[config.mk]
export PLATFORM = sky130hd
export DESIGN_NAME = div_seq_flat
export DESIGN_NICKNAME = d
export VERILOG_FILES = /design/src/rtl/div_seq_if.sv /design/src/rtl/div_seq.sv /design/src/flat_wrapper.sv
export SDC_FILE = /design/constraint.sdc
export NUM_CORES = 1
export LEC_CHECK = 0
export BUFFER_PORTS_ARGS = -buffer_cell sky130_fd_sc_hd__buf_2
export CAP_MARGIN = 20
export CELL_PAD_IN_SITES_DETAIL_PLACEMENT = 0
export CELL_PAD_IN_SITES_GLOBAL_PLACEMENT = 1
export CORE_MARGIN = 5
export CORE_UTILIZATION = 35
export DETAILED_ROUTE_END_ITERATION = 6
export GPL_ROUTABILITY_DRIVEN = 0
export PLACE_DENSITY = 0.74
export RECOVER_POWER = 25
export SYNTH_ARGS = -nofsm -noshare
export SYNTH_HDL_FRONTEND = slang
export SYNTH_SLANG_ARGS = --single-unit
[constraint.sdc]
create_clock -name clk -period 5.5 [get_ports clk]
set_clock_uncertainty 0.2 [all_clocks]
set_input_delay 0.825 -clock clk [delete_from_list [all_inputs] [get_ports clk]]
set_output_delay 0.825 -clock clk [all_outputs]
set_load 0.005 [all_outputs]
[src/rtl/div_seq_if.sv]
// div_seq_if: EX-stage handshake with the multi-cycle divider
interface div_seq_if #(parameter int WIDTH = 32);
    logic start, signed_div, annul, ready, stall;
    logic [WIDTH-1:0] opdata1, opdata2;
    logic [2*WIDTH-1:0] result;
    modport master(output start, signed_div, opdata1, opdata2, annul, input result, ready, stall);
    modport slave(input start, signed_div, opdata1, opdata2, annul, output result, ready, stall);
endinterface

[src/rtl/div_seq.sv]
// div_seq: radix-2 restoring DIV/DIVU sequencer returning {hi=remainder, lo=quotient}
// DIV_ZERO_FAST_EN: a zero divisor skips the iterations and finishes one cycle after accept
module div_seq #(parameter int WIDTH = 32) (
    input logic clk,
    input logic resetn,
    div_seq_if.slave bus
);
    localparam int CW = $clog2(WIDTH);
    typedef enum logic [1:0] {IDLE, CALC, DONE} state_t;
    state_t state;
    logic [WIDTH-1:0] rem, dvd, dsr, raw1, nrem, ndvd, abs1, abs2, q, r;
    logic [WIDTH:0] shr, diff;
    logic [CW-1:0] cnt;
    logic qsign, rsign, zero, accept;
    always_comb begin
        accept = state == IDLE && bus.start && !bus.annul;
        abs1 = bus.signed_div && bus.opdata1[WIDTH-1] ? -bus.opdata1 : bus.opdata1;
        abs2 = bus.signed_div && bus.opdata2[WIDTH-1] ? -bus.opdata2 : bus.opdata2;
        shr = {rem, dvd[WIDTH-1]};
        diff = shr - {1'b0, dsr};
        // rem < dsr keeps diff below 2^WIDTH when non-negative, so the MSB is a pure borrow
        nrem = diff[WIDTH] ? shr[WIDTH-1:0] : diff[WIDTH-1:0];
        ndvd = {dvd[WIDTH-2:0], !diff[WIDTH]};
        q = qsign ? -ndvd : ndvd;
        r = rsign ? -nrem : nrem;
    end
    assign bus.stall = accept || state == CALC;
    always_ff @(posedge clk or negedge resetn) begin
        if (!resetn) begin
            state <= IDLE;
            rem <= '0;
            dvd <= '0;
            dsr <= '0;
            raw1 <= '0;
            cnt <= '0;
            qsign <= 1'b0;
            rsign <= 1'b0;
            zero <= 1'b0;
            bus.result <= '0;
            bus.ready <= 1'b0;
        end else begin
            bus.ready <= 1'b0;
            case (state)
                IDLE: if (accept) begin
                    rem <= '0;
                    dvd <= abs1;
                    dsr <= abs2;
                    raw1 <= bus.opdata1;
                    cnt <= '0;
                    zero <= bus.opdata2 == '0;
                    qsign <= bus.signed_div && (bus.opdata1[WIDTH-1] ^ bus.opdata2[WIDTH-1]);
                    rsign <= bus.signed_div && bus.opdata1[WIDTH-1];
`ifdef DIV_ZERO_FAST_EN
                    if (bus.opdata2 == '0) begin
                        bus.result <= {bus.opdata1, {WIDTH{1'b1}}};
                        bus.ready <= 1'b1;
                        state <= DONE;
                    end else
                        state <= CALC;
`else
                    state <= CALC;
`endif
                end
                CALC: if (bus.annul) begin
                    state <= IDLE;
                    cnt <= '0;
                end else begin
                    rem <= nrem;
                    dvd <= ndvd;
                    cnt <= cnt + 1'b1;
                    if (cnt == CW'(WIDTH - 1)) begin
                        bus.result <= zero ? {raw1, {WIDTH{1'b1}}} : {r, q};
                        bus.ready <= 1'b1;
                        state <= DONE;
                    end
                end
                default: state <= IDLE;
            endcase
        end
    end
endmodule

[src/flat_wrapper.sv]
// flat-port wrapper written by rule: the top's interface ports become plain ports
module div_seq_flat 
#(parameter int WIDTH = 32)
  (clk, resetn, bus_start, bus_signed_div, bus_opdata1, bus_opdata2, bus_annul, bus_result, bus_ready, bus_stall);
  div_seq_if #(.WIDTH(WIDTH)) bus_i ();
  input logic clk;
  input logic resetn;
  input wire logic [$bits(bus_i.start)-1:0] bus_start;
  input wire logic [$bits(bus_i.signed_div)-1:0] bus_signed_div;
  input wire logic [$bits(bus_i.opdata1)-1:0] bus_opdata1;
  input wire logic [$bits(bus_i.opdata2)-1:0] bus_opdata2;
  input wire logic [$bits(bus_i.annul)-1:0] bus_annul;
  output wire logic [$bits(bus_i.result)-1:0] bus_result;
  output wire logic [$bits(bus_i.ready)-1:0] bus_ready;
  output wire logic [$bits(bus_i.stall)-1:0] bus_stall;
  assign bus_i.start = bus_start;
  assign bus_i.signed_div = bus_signed_div;
  assign bus_i.opdata1 = bus_opdata1;
  assign bus_i.opdata2 = bus_opdata2;
  assign bus_i.annul = bus_annul;
  assign bus_result = bus_i.result;
  assign bus_ready = bus_i.ready;
  assign bus_stall = bus_i.stall;
  div_seq #(.WIDTH(WIDTH)) u_core (.clk(clk), .resetn(resetn), .bus(bus_i));
endmodule
== Word-level counts from Yosys, hierarchy flattened ==
Cells that the tools add are included.
Word-level totals
  bits in registers: 203
Operators by class
  reduce and logical (&&, ||, !) cells: 16
  bitwise gates (word level): 2
  multiplexer cells: 22
  add/sub/neg operators: 6
  equal/unequal tests: 5
Operators by type and width (number)
  two-way mux 32 bit: 9
  negation 32 bit: 4
  case mux 32 bit (2 select lines): 2
  two-way mux 64 bit: 1
  subtractor 33 x 32 -> 33 bit: 1
  logical NOT 32 bit: 1
  two-way mux 5 bit: 2
  case mux 5 bit (2 select lines): 1
  two-way mux 2 bit: 3
  AND reduction 2 bit: 3
  AND reduction 3 bit: 2
  adder 5 x 1 -> 5 bit (second input constant): 1
  == test 5 bit (second input constant): 1
  logical AND 1 bit: 5
  case mux 2 bit (2 select lines): 1
  two-way mux 1 bit: 3
  inequality test 3 bit (second input constant): 1
  == test 2 x 1 -> 1 bit (second input constant): 1
  logical NOT 1 bit: 2
  logical NOT 2 bit: 1
  inequality test 2 x 1 -> 1 bit (second input constant): 1
  inequality test 2 bit (second input constant): 1
  nonzero test 2 bit: 1
  logical OR 1 bit: 1
  2 further kinds: 2

== Logic depth before layout (Yosys ltp) ==
  word-level depth: 5
  mapped depth: 24
  gate-level depth less buffers: 21

== Least setup slack after synthesis ==
No wires, ideal clock.
  path kind: register -> register
  from: register u_core.dvd[31]
  to: register u_core.bus.result[28]
  library setup time: 0.137 ns
  data required time: 5.163 ns
  arrival: 5.208 ns
  period minus slack after synthesis: 5.545 ns
  slack: -0.045 ns
  cell stages (with the launch flop): 25
  path buffers: 3
  cell sequence: dfrtp_1 -> inv_1 -> ha_1 -> inv_1 -> fa_1 -> a211oi_2 -> o211ai_1 -> a31oi_4 -> a211oi_4 -> nor4_2 -> nor2_8 -> inv_2 -> buf_6 -> buf_2 -> buf_2 -> ha_1 -> nand2_1 -> or3_1 -> or4_1 -> or4_1 -> inv_1 -> nand2_1 -> o31ai_1 -> xor2_1 -> a21oi_1
Between the ends
  cells in the longest elaborated chain, start to end: 5
RTL lines
  start: declaration: RTL line div_seq.sv:11  | logic [WIDTH-1:0] rem, dvd, dsr, raw1, nrem, ndvd, abs1, abs2, q, r;
  start signal: assignment: RTL line div_seq.sv:46  | dvd <= abs1;
  start signal: assignment: RTL line div_seq.sv:69  | dvd <= ndvd;
  subtractor 33 x 32 -> 33 bit: RTL line div_seq.sv:20  | diff = shr - {1'b0, dsr};
  logical NOT 1 bit: RTL line div_seq.sv:23  | ndvd = {dvd[WIDTH-2:0], !diff[WIDTH]};
  negation 32 bit: RTL line div_seq.sv:24  | q = qsign ? -ndvd : ndvd;
  two-way mux 32 bit: RTL line div_seq.sv:24
  two-way mux 64 bit: RTL line div_seq.sv:72  | bus.result <= zero ? {raw1, {WIDTH{1'b1}}} : {r, q};
  end signal: assignment: RTL line div_seq.sv:72
  end: declaration: RTL line div_seq_if.sv:7  | modport slave(input start, signed_div, opdata1, opdata2, annul, output result, ready, stall);
No other way between the ends.
A chain may end at the register's enable or synchronous reset.

== Worst setup path after layout ==
  from: register u_core.rem[13]
  to: register u_core.bus.result[26]
Between the ends
  cells in the longest elaborated chain, start to end: 5
RTL lines
  start: declaration: RTL line div_seq.sv:11
  start signal: assignment: RTL line div_seq.sv:68  | rem <= nrem;
  subtractor 33 x 32 -> 33 bit: RTL line div_seq.sv:20
  logical NOT 1 bit: RTL line div_seq.sv:23
  negation 32 bit: RTL line div_seq.sv:24
  two-way mux 32 bit: RTL line div_seq.sv:24
  two-way mux 64 bit: RTL line div_seq.sv:72
No other way between the ends.

==> impl_results.md <==
- Outcome: complete, but fails checks
- Failing checks: max-capacitance violations, max-slew violations
- Worst-Margin Slew: 3.322 ns
- Top_reg_cell synth: dfrtp_1
- Max-cap viol count: 1
- Main combinational cell family by area after synthesis: compound AO/OA/AOI/OAI gates
- Critical path class: reg2reg
- Final Hold Fails: 0
- Share of cells above drive strength 1: 0.1380
- DRT antenna net count: 0
- Final setup violation count: 0
- Setup ws final: 0.2661 ns
- Netlist cell types: between 80 and 90
- CTS buffer count: 25
- CTS sink count: 203
- DRC: 0
- Synth warn: 0
- I/O pins: roughly 140
- Final global-route overflow total: 0
- # port buffers: 134
- Root buffer cell: clkbuf_16
- Routed WL: between 40000 and 50000 microns
- Hold crit path type: reg2reg
- Largest net degree at the start of global routing: 100
- Xor and xnor area share after synthesis: 0.08517
- Power per cell area: 591.4 nW/um^2
- Mapped Area: 13470 sq um
- Syn Inst Count: 1659
- Sequential area share after synthesis: 0.3771
- Hold-fix buffers, CTS: 0
- Switching Fraction: 0.4752
- Final Cell Area: about 16000 sq um
- Clk slew on worst S/H paths: 0.06 ns
- Mux cell area share after synthesis: 0.03028
- Clk_lat worst skew: 0.54 ns
- Detailed Place HPWL: 31190 microns
- Synth async-reset ratio: 1.000
- Fillcell total: 3984
- Area of the multi-input gates: 7835 sq um
- Critical path required time: 5.70 ns
- Met2 Use GR: 0.3303
- Internal: 4.814 mW
- Total GRT Usage: 0.1923
- Met1 Use GR: 0.2581
- Overall Power: between 9 and 10 mW
- FMAX: around 190 MHz
- Fin crit share: 0.9516
- H-tree levels: 1
- Worst setup EP type: flop
- Dpl cell area: 14660 sq um
- Post-synthesis to final-layout area growth: 15.14%
- Pre-CTS setup slack: a little over 0.1 ns
- Clk pwr share: 0.184
- Routed WL per cell: 18.00 microns
- First-pass GRT wire length: roughly 66000 microns
- Worst Path Max Fanout: 8
- Synth Register Bits: 203
- Worst Path Arrival: 5.44 ns
- Met3 usage: 0.02464
- Vias in the first global route: 12140
- Cell row count: 71
- Antenna violations before repair: 2
- Post-synth EDFFs: 0
- Combinational fraction of design power: 0.588
- Initial Util: 0.3560
- Die Ht: 206.2 microns
- Headroom to the max-slew limit: -1.215
- Fraction of the mapped netlist area in simple logic gates: 0.2015
- Routed vias: 12340
- Peak supply drop: 330.9 uV
- Share of power burned in registers: 0.228
- Min Tclk post-route: between 5 and 6 ns
- Die width: 206.2 microns
- First DRT Iteration DRCs: ~890
- Final #Nets: roughly 1900
- Mapped Avg Cell Area: 8.120 sq um
- Syn nets: 1767
- Vias per cell: 5.394
- CTS tree: yes
- Core ar.: 37840 sq um
- Drt pass-1 iters: 5
- Post-synthesis adder-cell area fraction: 0.03678
- Startpoint Class: flop
- Hold slack: about 0.27 ns
- FF/Latch Area: 5080 sq um
- Post-synthesis compound-gate area fraction: 0.2236
- Gr busiest metal: met2
- Max Root-Sink Buffers: 3
- Die area: 42510 sq um
- P_sw: about 4.4 mW
- Max Slew Vio Count: 58
- Lkg Pwr: 7.112 nW
## cell type report
type                       count  share of cell area
timing repair buffer         165             0.05735
clock buffer                  36             0.04687
tap                          511             0.04122
inverter                      60             0.01468
sequential                   203              0.3275
clock inverter                 9            0.007099
multi-input combinational   1302              0.5051
antenna                        1           0.0001613
## placed cells by master, fill, tap and decap left out, types with 7 or more instances in the layout
master	instances
a21o_1	8
a21oi_1	147
a221o_1	7
a31oi_1	21
and2_1	11
and3_1	10
buf_2	133
buf_4	27
clkbuf_1	7
clkbuf_16	25
dfrtp_1	203
ha_1	38
inv_1	57
mux2i_1	34
nand2_1	298
nand3_1	21
nand4_1	13
nor2_1	126
nor3_1	34
nor4_1	9
o211ai_1	8
o21a_1	12
o21ai_0	187
o31ai_1	22
o41ai_1	13
or3_1	22
or4_1	12
xnor2_1	54
xor2_1	77
## power groups by stage
| stage | combinational (mW) | sequential, mW | clock [mW] |
|---|---|---|---|
| floorplan | 3.95 | 1.99 | 0 |
| global placement | 5.28 | 2.10 | 0 |
| detailed placement | 5.33 | 2.11 | 0 |
| CTS | 5.36 | 2.09 | 1.73 |
| global route | 5.96 | 2.13 | 1.80 |
| finish | 5.40 | 2.09 | 1.68 |
## sequential cells by signal (all words and copies together), names as in the netlist
signal and cells:
u_core.bus.result 64, u_core.qsign 1, u_core.zero 1, u_core.rsign 1, u_core.raw1 32, u_core.bus.ready 1, u_core.rem 32, u_core.dvd 32
u_core.dsr 32, u_core.state 2, u_core.cnt 5
## repair_timing
item | CTS | global route
buffers inserted | 0 | 1
endpoints found under the setup margin | 0 | 5
gates resized for setup | 0 | 7
## metrics by stage
| step | TNS [ns] | util | instances |
|---|---|---|---|
| after floorplan | 0 | - | 1659 |
| after global placement | 0 | 0.3873 | 2239 |
| after detailed placement | 0 | 0.3874 | 2240 |
| after CTS | 0 | 0.4095 | 2285 |
| after global routing | -0.02444 | 0.4099 | 2287 |
| final | 0 | 0.4099 | 2287 |
## cell usage after synthesis (22+ instances only)
cell      number  area share
ha_1          38       0.035
xor2_1        77       0.050
or3_1         22       0.010
inv_1         58       0.016
nor3_1        34       0.013
nor2_1       128       0.036
xnor2_1       54       0.035
nand2_1      298       0.083
clkbuf_1      74       0.021
o31ai_1       24       0.013
o21ai_0      188       0.070
a21oi_1      147       0.055
dfrtp_1      203        0.38
mux2i_1       34       0.025
## worst paths after layout
kind / from / to / slack, ns / depth (start not counted)
worst max-delay path: u_core.rem[13]$_DFFE_PN0P_ / u_core.bus.result[26]$_DFFE_PN0P_ / 0.27 / 18
worst min-delay path: u_core.raw1[24]$_DFFE_PN0P_ / u_core.raw1[24]$_DFFE_PN0P_ / 0.27 / 2
worst max register to register: u_core.rem[13]$_DFFE_PN0P_ / u_core.bus.result[26]$_DFFE_PN0P_ / 0.27 / 18
worst min register to register: u_core.raw1[24]$_DFFE_PN0P_ / u_core.raw1[24]$_DFFE_PN0P_ / 0.27 / 2
max in group asynchronous: resetn / u_core.bus.result[61]$_DFFE_PN0P_ / 1.21 / 2
min in group asynchronous: resetn / u_core.bus.result[33]$_DFFE_PN0P_ / 1.21 / 1
## critical path, cell delays in order (launching register included)
cell and delay [ns]:
dfrtp_1 0.44, ha_1 0.48, nand2_4 0.11, o211a_1 0.28, or3_4 0.42, a211oi_4 0.33, o31a_1 0.32, nor2_8 0.05
inv_4 0.14, ha_1 0.19, nand2_1 0.07, or3_1 0.38, or4_4 0.47, or4_4 0.47, inv_1 0.07, nand2_1 0.14
o31ai_2 0.31, xor2_1 0.16, a21oi_1 0.08
## cells by family after synthesis
group	Yosys count
AO/OA/AOI/OAI	493
XOR/XNOR	131
adder cells (fa/ha/maj)	39
buffers and inverters	154
flip-flops	203
multiplexers	40
AND/OR/NAND/NOR	599
## per-layer routing
| layer | up-vias | part of all wire |
|---|---|---|
| li1 | 6039 | - |
| met4 | 2 | 0.022 |
| met2 | 272 | 0.48 |
| met3 | 61 | 0.047 |
| met5 | - | 0.00032 |
| met1 | 5963 | 0.45 |
Power figures use the tool's default switching activity.
